--- config.mk ---
export PLATFORM = sky130hd
export DESIGN_NAME = food_placer_flat
export DESIGN_NICKNAME = d
export VERILOG_FILES = /design/src/rtl/food_placer_if.sv /design/src/rtl/food_placer.sv /design/src/flat_wrapper.sv
export SDC_FILE = /design/constraint.sdc
export NUM_CORES = 1
export LEC_CHECK = 0
export CORE_MARGIN = 1
export CORE_UTILIZATION = 56
export DETAILED_ROUTE_END_ITERATION = 8
export PLACE_DENSITY = 0.84
export SETUP_SLACK_MARGIN = 0.15
export SLEW_MARGIN = 25
export SYNTH_ARGS = -nofsm -noshare
export SYNTH_HDL_FRONTEND = slang
export SYNTH_SLANG_ARGS = --single-unit
--- constraint.sdc ---
create_clock -name clk -period 3.1 [get_ports clk]
set_input_delay 0.465 -clock clk [delete_from_list [all_inputs] [get_ports clk]]
set_output_delay 0.465 -clock clk [all_outputs]
set_load 0.005 [all_outputs]
--- src/rtl/food_placer_if.sv ---
// Handshake and lookup bundle between the food placer, the LFSR,
// the occupancy table and the game controller.
interface food_placer_if;
  logic [5:0] rnd;
  logic       req;
  logic       occ_rd;
  logic [4:0] occ_x;
  logic [4:0] occ_y;
  logic       occ_hit;
  logic [4:0] food_x;
  logic [4:0] food_y;
  logic       food_valid;
  logic       busy;
  logic       done;
  logic       fail;

  modport master (
    output rnd, req, occ_hit,
    input  occ_rd, occ_x, occ_y, food_x, food_y, food_valid, busy, done, fail
  );

  modport slave (
    input  rnd, req, occ_hit,
    output occ_rd, occ_x, occ_y, food_x, food_y, food_valid, busy, done, fail
  );
endinterface

--- src/rtl/food_placer.sv ---
// Chooses a free cell for the next food item: random candidates from the
// LFSR first, then a linear scan of the board once the retry budget is spent.
module food_placer #(
  parameter int GRID_W    = 32,
  parameter int GRID_H    = 24,
  parameter int MAX_TRIES = 8
) (
  input  logic          clk,
  input  logic          reset,
  food_placer_if.slave  bus
);

  typedef enum logic [2:0] {
    ST_IDLE,
    ST_GET_X,
    ST_GET_Y,
    ST_QUERY,
    ST_EVAL,
    ST_PLACE,
    ST_FAIL
  } state_t;

  localparam logic [5:0]  GRID_W6    = 6'(GRID_W);
  localparam logic [5:0]  GRID_H6    = 6'(GRID_H);
  localparam logic [4:0]  X_LAST     = 5'(GRID_W - 1);
  localparam logic [4:0]  Y_LAST     = 5'(GRID_H - 1);
  localparam logic [3:0]  MAX_T      = 4'(MAX_TRIES);
  localparam logic [10:0] CELL_COUNT = 11'(GRID_W * GRID_H);

  state_t      state_q, state_d;
  logic [4:0]  candX_q, candX_d;
  logic [4:0]  candY_q, candY_d;
  logic [3:0]  tries_q, tries_d;
  logic        scanMode_q, scanMode_d;
  logic [10:0] scanCnt_q, scanCnt_d;
  logic [4:0]  foodX_q, foodX_d;
  logic [4:0]  foodY_q, foodY_d;
  logic        foodValid_q, foodValid_d;
  logic [4:0]  occX_q, occX_d;
  logic [4:0]  occY_q, occY_d;
  logic        occRd_q, occRd_d;
  logic        busy_q, busy_d;
  logic        done_q, done_d;
  logic        fail_q, fail_d;

  logic [4:0]  advX, advY;
  logic [5:0]  rndLow;
  logic        unusedRnd;

  assign rndLow    = {1'b0, bus.rnd[4:0]};
  assign unusedRnd = bus.rnd[5];

  always_ff @(posedge clk or posedge reset) begin
    if (reset) begin
      state_q     <= ST_IDLE;
      candX_q     <= '0;
      candY_q     <= '0;
      tries_q     <= '0;
      scanMode_q  <= 1'b0;
      scanCnt_q   <= '0;
      foodX_q     <= '0;
      foodY_q     <= '0;
      foodValid_q <= 1'b0;
      occX_q      <= '0;
      occY_q      <= '0;
      occRd_q     <= 1'b0;
      busy_q      <= 1'b0;
      done_q      <= 1'b0;
      fail_q      <= 1'b0;
    end else begin
      state_q     <= state_d;
      candX_q     <= candX_d;
      candY_q     <= candY_d;
      tries_q     <= tries_d;
      scanMode_q  <= scanMode_d;
      scanCnt_q   <= scanCnt_d;
      foodX_q     <= foodX_d;
      foodY_q     <= foodY_d;
      foodValid_q <= foodValid_d;
      occX_q      <= occX_d;
      occY_q      <= occY_d;
      occRd_q     <= occRd_d;
      busy_q      <= busy_d;
      done_q      <= done_d;
      fail_q      <= fail_d;
    end
  end

  // Row-major successor of the current candidate, wrapping at the board edges
  always_comb begin
    advX = candX_q + 5'd1;
    advY = candY_q;
    if (candX_q == X_LAST) begin
      advX = '0;
      advY = (candY_q == Y_LAST) ? 5'd0 : candY_q + 5'd1;
    end
  end

  always_comb begin
    state_d     = state_q;
    candX_d     = candX_q;
    candY_d     = candY_q;
    tries_d     = tries_q;
    scanMode_d  = scanMode_q;
    scanCnt_d   = scanCnt_q;
    foodX_d     = foodX_q;
    foodY_d     = foodY_q;
    foodValid_d = foodValid_q;
    occX_d      = occX_q;
    occY_d      = occY_q;

    case (state_q)
      ST_IDLE: begin
        if (bus.req) begin
          state_d    = ST_GET_X;
          tries_d    = '0;
          scanMode_d = 1'b0;
          scanCnt_d  = '0;
          candX_d    = '0;
          candY_d    = '0;
        end
      end
      ST_GET_X: begin
        if (rndLow < GRID_W6) begin
          candX_d = bus.rnd[4:0];
          state_d = ST_GET_Y;
        end else begin
          tries_d = tries_q + 4'd1;
          if (tries_d >= MAX_T) begin
            scanMode_d = 1'b1;
            scanCnt_d  = '0;
            state_d    = ST_QUERY;
          end
        end
      end
      ST_GET_Y: begin
        if (rndLow < GRID_H6) begin
          candY_d = bus.rnd[4:0];
          state_d = ST_QUERY;
        end else begin
          tries_d = tries_q + 4'd1;
          if (tries_d >= MAX_T) begin
            scanMode_d = 1'b1;
            scanCnt_d  = '0;
            state_d    = ST_QUERY;
          end
        end
      end
      ST_QUERY: state_d = ST_EVAL;
      ST_EVAL: begin
        if (!bus.occ_hit) begin
          state_d = ST_PLACE;
        end else if (!scanMode_q) begin
          tries_d = tries_q + 4'd1;
          if (tries_d < MAX_T) begin
            state_d = ST_GET_X;
          end else begin
            scanMode_d = 1'b1;
            scanCnt_d  = '0;
            candX_d    = advX;
            candY_d    = advY;
            state_d    = ST_QUERY;
          end
        end else begin
          scanCnt_d = scanCnt_q + 11'd1;
          if (scanCnt_d == CELL_COUNT) begin
            state_d = ST_FAIL;
          end else begin
            candX_d = advX;
            candY_d = advY;
            state_d = ST_QUERY;
          end
        end
      end
      ST_PLACE: state_d = ST_IDLE;
      ST_FAIL:  state_d = ST_IDLE;
      default:  state_d = ST_IDLE;
    endcase

    // Outputs are registered, so they are decoded from the state being entered
    occRd_d = (state_d == ST_QUERY);
    done_d  = (state_d == ST_PLACE);
    fail_d  = (state_d == ST_FAIL);
    busy_d  = (state_d != ST_IDLE) && (state_d != ST_PLACE) && (state_d != ST_FAIL);
    if (occRd_d) begin
      occX_d = candX_d;
      occY_d = candY_d;
    end
    if (done_d) begin
      foodX_d     = candX_d;
      foodY_d     = candY_d;
      foodValid_d = 1'b1;
    end
    if (fail_d) begin
      foodValid_d = 1'b0;
    end
  end

  assign bus.occ_rd     = occRd_q;
  assign bus.occ_x      = occX_q;
  assign bus.occ_y      = occY_q;
  assign bus.food_x     = foodX_q;
  assign bus.food_y     = foodY_q;
  assign bus.food_valid = foodValid_q;
  assign bus.busy       = busy_q;
  assign bus.done       = done_q;
  assign bus.fail       = fail_q;

endmodule

--- src/flat_wrapper.sv ---
// flat-port wrapper written by rule: the top's interface ports become plain ports
module food_placer_flat 
#(
  parameter int GRID_W    = 32,
  parameter int GRID_H    = 24,
  parameter int MAX_TRIES = 8
)
  (clk, reset, bus_rnd, bus_req, bus_occ_hit, bus_occ_rd, bus_occ_x, bus_occ_y, bus_food_x, bus_food_y, bus_food_valid, bus_busy, bus_done, bus_fail);
  food_placer_if bus_i ();
  input  logic clk;
  input  logic reset;
  input wire logic [$bits(bus_i.rnd)-1:0] bus_rnd;
  input wire logic [$bits(bus_i.req)-1:0] bus_req;
  input wire logic [$bits(bus_i.occ_hit)-1:0] bus_occ_hit;
  output wire logic [$bits(bus_i.occ_rd)-1:0] bus_occ_rd;
  output wire logic [$bits(bus_i.occ_x)-1:0] bus_occ_x;
  output wire logic [$bits(bus_i.occ_y)-1:0] bus_occ_y;
  output wire logic [$bits(bus_i.food_x)-1:0] bus_food_x;
  output wire logic [$bits(bus_i.food_y)-1:0] bus_food_y;
  output wire logic [$bits(bus_i.food_valid)-1:0] bus_food_valid;
  output wire logic [$bits(bus_i.busy)-1:0] bus_busy;
  output wire logic [$bits(bus_i.done)-1:0] bus_done;
  output wire logic [$bits(bus_i.fail)-1:0] bus_fail;
  assign bus_i.rnd = bus_rnd;
  assign bus_i.req = bus_req;
  assign bus_i.occ_hit = bus_occ_hit;
  assign bus_occ_rd = bus_i.occ_rd;
  assign bus_occ_x = bus_i.occ_x;
  assign bus_occ_y = bus_i.occ_y;
  assign bus_food_x = bus_i.food_x;
  assign bus_food_y = bus_i.food_y;
  assign bus_food_valid = bus_i.food_valid;
  assign bus_busy = bus_i.busy;
  assign bus_done = bus_i.done;
  assign bus_fail = bus_i.fail;
  food_placer #(.GRID_W(GRID_W), .GRID_H(GRID_H), .MAX_TRIES(MAX_TRIES)) u_core (.clk(clk), .reset(reset), .bus(bus_i));
endmodule
### Yosys cells after proc, flatten, opt, wreduce, memory -nomap -nowiden

Cells that the tools add are included.

* register bits after elaboration: 54
* latch bits: 0
* memory bits (writable): 0
* memory bits (read-only): 0
* bits of input ports: 10
* output and inout port bits: 25
* logic and storage cells: 100
* memories kept: 0

* add/sub/neg operators: 4
* multipliers: 0
* divide/modulo/power cells: 0
* magnitude comparators: 4
* equal/unequal tests: 18
* shift operators: 0
* mux-type cells: 50
* bitwise operators: 0
* reductions and logical operators: 9

Operator list (number)
* 11-bit 2-to-1 mux: 7
* 5-bit 2-to-1 mux: 15
* 11-bit case mux with 4 select lines: 1
* 5-bit case mux with 3 select lines: 2
* 3-bit 2-to-1 mux: 7
* 4-bit 2-to-1 mux: 5
* 4-bit case mux with 4 select lines: 1
* 3-bit case mux with 5 select lines: 1
* 6-bit AND reduction: 2
* 11-bit by 1-bit adder with 11-bit output (second input constant): 1
* 11-bit by 10-bit == test with 1-bit output (second input constant): 1
* 5-bit by 1-bit adder with 5-bit output (second input constant): 2
* 5-bit == test (second input constant): 2
* 2-bit != test (second input constant): 5
* 3-bit by 2-bit == test with 1-bit output (second input constant): 3
* 3-bit == test (second input constant): 3
* 1-bit 2-to-1 mux: 9
* 5-bit by 6-bit < comparator with 1-bit output (second input constant): 1
* 3-bit != test (second input constant): 2
* 5-bit < comparator (second input constant): 1
* 5-bit AND reduction: 1
* 4-bit by 1-bit adder with 4-bit output (second input constant): 1
* 4-bit >= comparator (second input constant): 1
* 4-bit < comparator (second input constant): 1
* other kinds (9): 10

### Longest topological paths before layout

Gate-level depths: netlist of the first run.

* word-level depth: 9
* depth in mapped cells: 9
* depth with buffers taken out: 8

### Least setup slack after synthesis of the first run

OpenSTA, ideal clock, no wires.

* path type: register to register
* from: register u_core.scanCnt_q[0]
* to: register u_core.occX_q[0] (netlist: u_core.bus.occ_x[0])
* library setup time: 0.125 ns
* arrival time: 2.205 ns
* data required time: 2.975 ns
* path slack: 0.770 ns
* cell stages (with the launch flop): 8
* path buffers: 0
* clock period less this slack: 2.330 ns
* cells stage by stage: dfrtp_1 -> nand2_1 -> or3_1 -> mux2i_2 -> or4_4 -> a22oi_1 -> o21ai_0 -> mux2_2

* cells in the longest elaborated chain, start to end: 7
* elaborated cells on any way between the ends: 11
* those cells by class: add/sub: 1; eq/ne: 2; mux: 8

Ends and longest elaborated chain
* from (decl): RTL line food_placer.sv:35 `logic [10:0] scanCnt_q, scanCnt_d;`
* from (signal assigned): RTL line food_placer.sv:76 `scanCnt_q <= scanCnt_d;`
* 11-bit by 1-bit adder with 11-bit output (*): RTL line food_placer.sv:165 `scanCnt_d = scanCnt_q + 11'd1;`
* 11-bit by 10-bit == test with 1-bit output (*): RTL line food_placer.sv:166 `if (scanCnt_d == CELL_COUNT) begin`
* 3-bit 2-to-1 mux: RTL line food_placer.sv:166
* 3-bit 2-to-1 mux: RTL line food_placer.sv:153 `end else if (!scanMode_q) begin`
* 3-bit 2-to-1 mux: RTL line food_placer.sv:151 `if (!bus.occ_hit) begin`
* 3-bit case mux with 5 select lines: RTL line food_placer.sv:112 `case (state_q)`
* 3-bit by 2-bit == test with 1-bit output: RTL line food_placer.sv:181 `occRd_d = (state_d == ST_QUERY);`
* to (signal assigned): RTL line food_placer.sv:64 `occX_q <= '0;`
* to (signal assigned): RTL line food_placer.sv:80 `occX_q <= occX_d;`
* to (decl): RTL line food_placer.sv:39 `logic [4:0] occX_q, occX_d;`

Mark *: on every way between the ends. The rest lies on a longest branch, timed or not.
A chain may end at the register's enable or synchronous reset.

### Final worst setup path of the first run

Ends and elaborated chain as after synthesis.

==> results of run 1 <==
-- sequential cells by signal, summed over array words and instances (netlist names) --
signal and count:
u_core.bus.food_x 5, u_core.tries_q 4, u_core.bus.occ_y 5, u_core.state_q 3
u_core.bus.food_y 5, u_core.scanMode_q 1, u_core.bus.food_valid 1, u_core.bus.busy 1
u_core.bus.done 1, u_core.scanCnt_q 11, u_core.candX_q 5, u_core.candY_q 5
u_core.bus.fail 1, u_core.bus.occ_rd 1, u_core.bus.occ_x 5
-- layout make-up --
| type | count | area share, % |
|---|---|---|
| inverter | 8 | 0.885 |
| timing repair buffer | 42 | 12.1 |
| clock inverter | 1 | 0.221 |
| clock buffer | 6 | 2.14 |
| tap | 67 | 2.47 |
| multi-input combinational | 215 | 42.4 |
| sequential | 54 | 39.8 |
-- worst max-delay path, stage by stage, from the launching register on --
cell      delay [ns]
dfrtp_1         0.41
ha_1            0.26
nand3_2         0.19
o21a_1          0.24
a211oi_2        0.34
nor4_4          0.07
buf_4           0.20
o31ai_4         0.31
buf_4           0.21
mux2_2          0.33
-- cells by family after synthesis --
| logic type | count (synthesis) |
|---|---|
| simple gates | 110 |
| buf+inv | 21 |
| mux | 17 |
| compound gates | 79 |
| fa+ha+maj | 5 |
| flops | 54 |
| xor+xnor | 4 |
-- synth_stat cells (4+ instances only) --
library cell,n,area [sq um]
nor2_1,27,101
ha_1,5,62.6
o21ai_1,4,20.0
a31oi_1,5,31.3
nor3_1,8,40.0
mux2_2,16,180
nand3_1,14,70.1
nand2_1,28,105
and3_1,4,25.0
o41ai_1,4,35.0
inv_1,8,30.0
dfrtp_1,54,1350
o21ai_0,22,110
o31ai_1,6,45.0
clkbuf_1,7,26.3
a21o_1,4,30.0
a21oi_1,6,30.0
a22oi_1,4,30.0
-- stage by stage --
stage,utilization [%],power (uW)
2_1_floorplan,-,1740
3_3_place_gp,68.3,2200
3_5_place_dp,68.3,2260
4_1_cts,70.0,2630
5_1_grt,70.0,2820
6_report,70.0,2630
-- path summary, 6_finish.rpt --
path | end | slack, ns | cells past startpoint
worst max-delay path | u_core.bus.occ_x[0] | 0.41 | 9
worst min-delay path | u_core.bus.food_x[4] | 0.51 | 1
worst max register to register | u_core.bus.occ_x[0] | 0.41 | 9
worst min register to register | u_core.bus.food_x[4] | 0.51 | 1
max in group asynchronous | u_core.scanCnt_q[6] | 1.99 | 3
min in group asynchronous | u_core.candX_q[2] | 0.55 | 2
-- metal layers --
| layer | GRT usage, % | wire length [um] | up-vias |
|---|---|---|---|
| met3 | 4.66 | 351 | 7 |
| met5 | 0 | 0 | - |
| li1 | - | - | 1142 |
| met2 | 41.1 | 2950 | 90 |
| met4 | 7.48 | 72 | 0 |
| met1 | 37.5 | 2970 | 1156 |
-- power groups by stage --
| stage | Clock [uW] | Sequential [uW] | Combinational (uW) |
|---|---|---|---|
| 2_1_floorplan | 0 | 1090 | 659 |
| 3_3_place_gp | 0 | 1140 | 1060 |
| 3_5_place_dp | 0 | 1150 | 1110 |
| 4_1_cts | 379 | 1140 | 1120 |
| 5_1_grt | 408 | 1180 | 1230 |
| 6_report | 369 | 1140 | 1120 |
==> impl_results.md, run 1 <==
* Die ar. at 5460 sq um
* Final setup margin at 0.411 ns
* Max Slew Vio Count at 0
* Die width at 73.9 um
* Post-CTS sizing at 0
* Vias in the first global route at 2,302
* Internal power at around 1700 uW
* CP Launch Type: flip-flop
* CP Max Fanout at 13
* Hold Crit Start: u_core.bus.food_x[4]
* Layout cells sized above 1 at ~15%
* Cell variety after synth at 62
* Max Root-Sink Buffers at 2
* Routed WL per cell at 16.1 um
* Design area at around 3400 sq um
* Max-Cap Viols at 0
* Core ar. at between 4000 and 5000 sq um
* N_diodes at 0
* Clk slew on worst S/H paths at 0.09 ns
* Slew @ Worst Pin at 0.637 ns
* Psw at between 900 and 1000 uW
* Peak Freq at roughly 0.37 GHz
* Sequential power share at 43.5%
* Pin count of the biggest net entering global routing at 30
* Largest family of logic cells by synthesized area: simple AND/OR/NAND/NOR gates
* Core Rows at 25
* Worst hold margin at 0.512 ns
* Xor/xnor cell area share of the yosys netlist at 1.21%
* Max VDD drop at a little under 0.5 mV
* Yosys warns at 0
* Initial core utilization at around three fifths
* Post-Place Worst Slack at 0.450 ns
* Nets@finish at between 300 and 400
* Die Y at around 74 um
* Seq/Total Area, Yosys at around 47%
* # DRC at 0
* Number of synthesized flops with an enable pin at 0
* Clock root buffer: clkbuf_8
* Boundary Pins at 35
* Final hold vios at 0
* Num CTS Buffers at 5
* Gp weighted congestion at 0.904
* Worst EP arrival at 2.88 ns
* First drt pass iteration count at 5
* Most common cell after layout, fill and taps aside: dfrtp_1
* Post-CTS Setup Bufs at 0
* CTS tree: done
* Multi-input logic area at 1440 sq um
* Netlist Area Pre-Place at ~2900 sq um
* Req. time, crit path at 3.29 ns
* Hold Buf Count CTS at 0
* Worst-skew pair later-pin latency at 0.31 ns
* Leak at between 0.001 and 0.0015 uW
* Clock Skew at 0.0118 ns
* Seq cells post-synth at 54
* Switching Share at 36.2%
* First-pass GRT wire length at about 11 mm
* Period utilisation layout at 86.7%
* Vias/cell at 6.09
* Via count at 2,395
* Post-synthesis net count at ~300
* Layout Area Growth over Synthesis at 17.3%
* Hold WC Path Type: flip-flop to flip-flop
* Post-Synth Adder-Cell Area at 2.16%
* Crit. End Element: flip-flop
* Relative slew slack at 57.4%
* DRT antenna net count at 0
* Iteration-0 DRC Markers at 278
* Post-Synthesis Cells at a little under 300
* Mux cell area share after synthesis at 6.70%
* Synth Flop Type: dfrtp_1
* RR Startpoint: u_core.scanCnt_q[0]
* Final Setup Violations at 0
* GRT Util Overall at 26.3%
* Worst Setup Path Type: flip-flop to flip-flop
* Clk sink count at 54
* H-Tree Depth at 2
* Crit path launch: u_core.scanCnt_q[0]
* Number of I/O port buffers at 33
* Comb pwr share at 42.5%
* Setup TNS at 0 ns
* FILL cells at 368
* Unrepaired setup endpoints after global routing: no
* Compound-cell area share of the yosys netlist at 19.4%
* DP HPWL at 4.55 mm
* Final period demand of the worst path at 2.69 ns
* Register Area at ~1400 sq um
* Clock network power share at between 10% and 20%
* Status: completed
* Placed Area at 3310 sq um
* Non-filler cells, final at 393
* Avg Cell Area, Syn at ~10 sq um
* Synth Area in Simple Gates at 20.2%
* Power per Cell Area at between 700 and 800 nW/um^2
* Initial antenna violation count at 0
* DRT Wirelength at approximately 6.3 mm
* Asr flop ratio synth at between 90% and 100%
* GR Overflow Total at 0
* Most frequent cells in the layout: 54 x dfrtp_1, 33 x clkdlybuf4s50_1, 28 x nand2_1
* Placed cells at 386
Note: power is estimated with default switching activity, not from simulation.
==> inputs of run 2 (changes only) <==
- PLACE_DENSITY: 0.84 -> 0.91
==> impl_results.md, run 2 (synthesis gave the netlist of run 1 again) <==
* Initial core utilization at 59.7%
* Setup TNS at 0 ns
* GRT Util Overall at between 20% and 30%
* Die Y at 73.9 um
* Max-Cap Viols at 0
* Worst-skew pair later-pin latency at 0.31 ns
* Boundary Pins at 35
* Gp weighted congestion at 0.880
* Layout Area Growth over Synthesis at 16.7%
* Die width at 73.9 um
* Worst EP arrival at 2.97 ns
* Layout cells sized above 1 at 13.9%
* DP HPWL at 4.49 mm
* Power per Cell Area at roughly 790 nW/um^2
* Leak at 0.00143 uW
* Vias/cell at 6.23
* Slew @ Worst Pin at just over 0.9 ns
* Num CTS Buffers at 5
* Biggest register: u_core.scanCnt_q
* Relative slew slack at 37.9%
* Final period demand of the worst path at 2.78 ns
* Most common cell after layout, fill and taps aside: dfrtp_1
* Unrepaired setup endpoints after global routing: no
* Req. time, crit path at 3.30 ns
* RR Startpoint: u_core.scanCnt_q[0]
* Post-CTS sizing at 0
* Crit path launch: u_core.scanCnt_q[0]
* Max Root-Sink Buffers at 2
* CP Max Fanout at 13
* Nets@finish at between 300 and 400
* # DRC at 0
* First drt pass iteration count at 5
* Clk slew on worst S/H paths at 0.10 ns
* FILL cells at 366
* H-Tree Depth at 2
* Clock Skew at 0.0118 ns
* Pin count of the biggest net entering global routing at 55
* Vias in the first global route at 2,275
* Non-filler cells, final at 390
* Status: completed
* CP Launch Type: flip-flop
* Multi-input logic area at 1440 sq um
* Max VDD drop at 0.498 mV
* Peak Freq at around 0.36 GHz
* Number of I/O port buffers at 33
* Worst Setup Path Type: flip-flop to flip-flop
* CTS tree: done
* Final hold vios at 0
* Register Area at 1350 sq um
* N_diodes at 0
* First-pass GRT wire length at 10.7 mm
* Placed cells at about 380
* Period utilisation layout at 89.6%
* Max Slew Vio Count at 0
* Hold WC Path Type: flip-flop to flip-flop
* Clk sink count at 54
* Core ar. at 4850 sq um
* Crit. End Element: flip-flop
* Clock root buffer: clkbuf_8
* DRT Wirelength at 6.32 mm
* Via count at 2,430
* DRT antenna net count at 0
* GR Overflow Total at 0
* Hold Buf Count CTS at 0
* Hold Crit Start: u_core.bus.food_x[4]
* Core Rows at 25
* Post-CTS Setup Bufs at 0
* Final Setup Violations at 0
* Initial antenna violation count at 0
* Die ar. at between 5000 and 6000 sq um
* Most frequent cells in the layout: 54 x dfrtp_1, 33 x clkdlybuf4s50_1, 28 x nand2_1
* Routed WL per cell at 16.2 um
* Flip-flop count of the largest register after layout at 11
* Iteration-0 DRC Markers at 239
## run 2: cell types whose count changed in the layout (fill, tap and decap cells not counted)
cell	before	now
buf_12	1	0
buf_4	8	5
bufinv_16	0	1
clkbuf_1	1	2
clkinvlp_4	1	0
## run 2: critical path, cell delays in order (launching register included)
cell and delay, ns:
dfrtp_1 0.41, ha_1 0.28, nand3_2 0.21, o21a_1 0.25, a211oi_2 0.34, nor4_4 0.16, o31ai_4 0.61, mux2_2 0.41
## run 2: metal layers
layer | wire length (um) | GRT usage, % | up-vias | part of all wire [%]
li1 | - | - | 1130 | -
met1 | 2770 | 36.4 | 1177 | 44
met2 | 2990 | 40.1 | 103 | 47
met3 | 426 | 4.12 | 20 | 6.7
met4 | 136 | 11.1 | 0 | 2.2
met5 | 0 | 0 | - | 0
## run 2: final timing paths
check                           cells past startpoint  slack [ns]                   end
worst max-delay path                                7        0.32   u_core.bus.occ_y[4]
worst min-delay path                                1        0.51  u_core.bus.food_x[4]
worst max register to register                      7        0.32   u_core.bus.occ_y[4]
worst min register to register                      1        0.51  u_core.bus.food_x[4]
max in group asynchronous                           3        2.01  u_core.bus.food_y[0]
min in group asynchronous                           3        0.64  u_core.bus.food_x[1]
## run 2: cell type report
type                            instances  area share (%)
Multi-Input combinational cell        215            42.6
Sequential cell                        54            40.0
Timing Repair Buffer                   38            10.9
Tap cell                               67            2.48
Clock buffer                            7            2.26
Clock inverter                          1           0.889
Inverter                                8           0.889
## run 2: power by group
part / internal (uW) / switching (uW)
Combinational: 567 / 508
Sequential: 930 / 210
Clock: 242 / 218
Total: 1740 / 937
## run 2: metrics by stage
step	setup slack, ns	utilization [%]	hold WS [ns]	total power [uW]	cell area (sq um)
2_1_floorplan	0.770	-	0.475	1740	2890
3_3_place_gp	0.431	67.5	0.477	2160	3270
3_5_place_dp	0.329	67.5	0.496	2210	3270
4_1_cts	0.303	69.7	0.516	2680	3380
5_1_grt	0.156	69.7	0.526	2870	3380
6_report	0.321	69.7	0.511	2680	3380
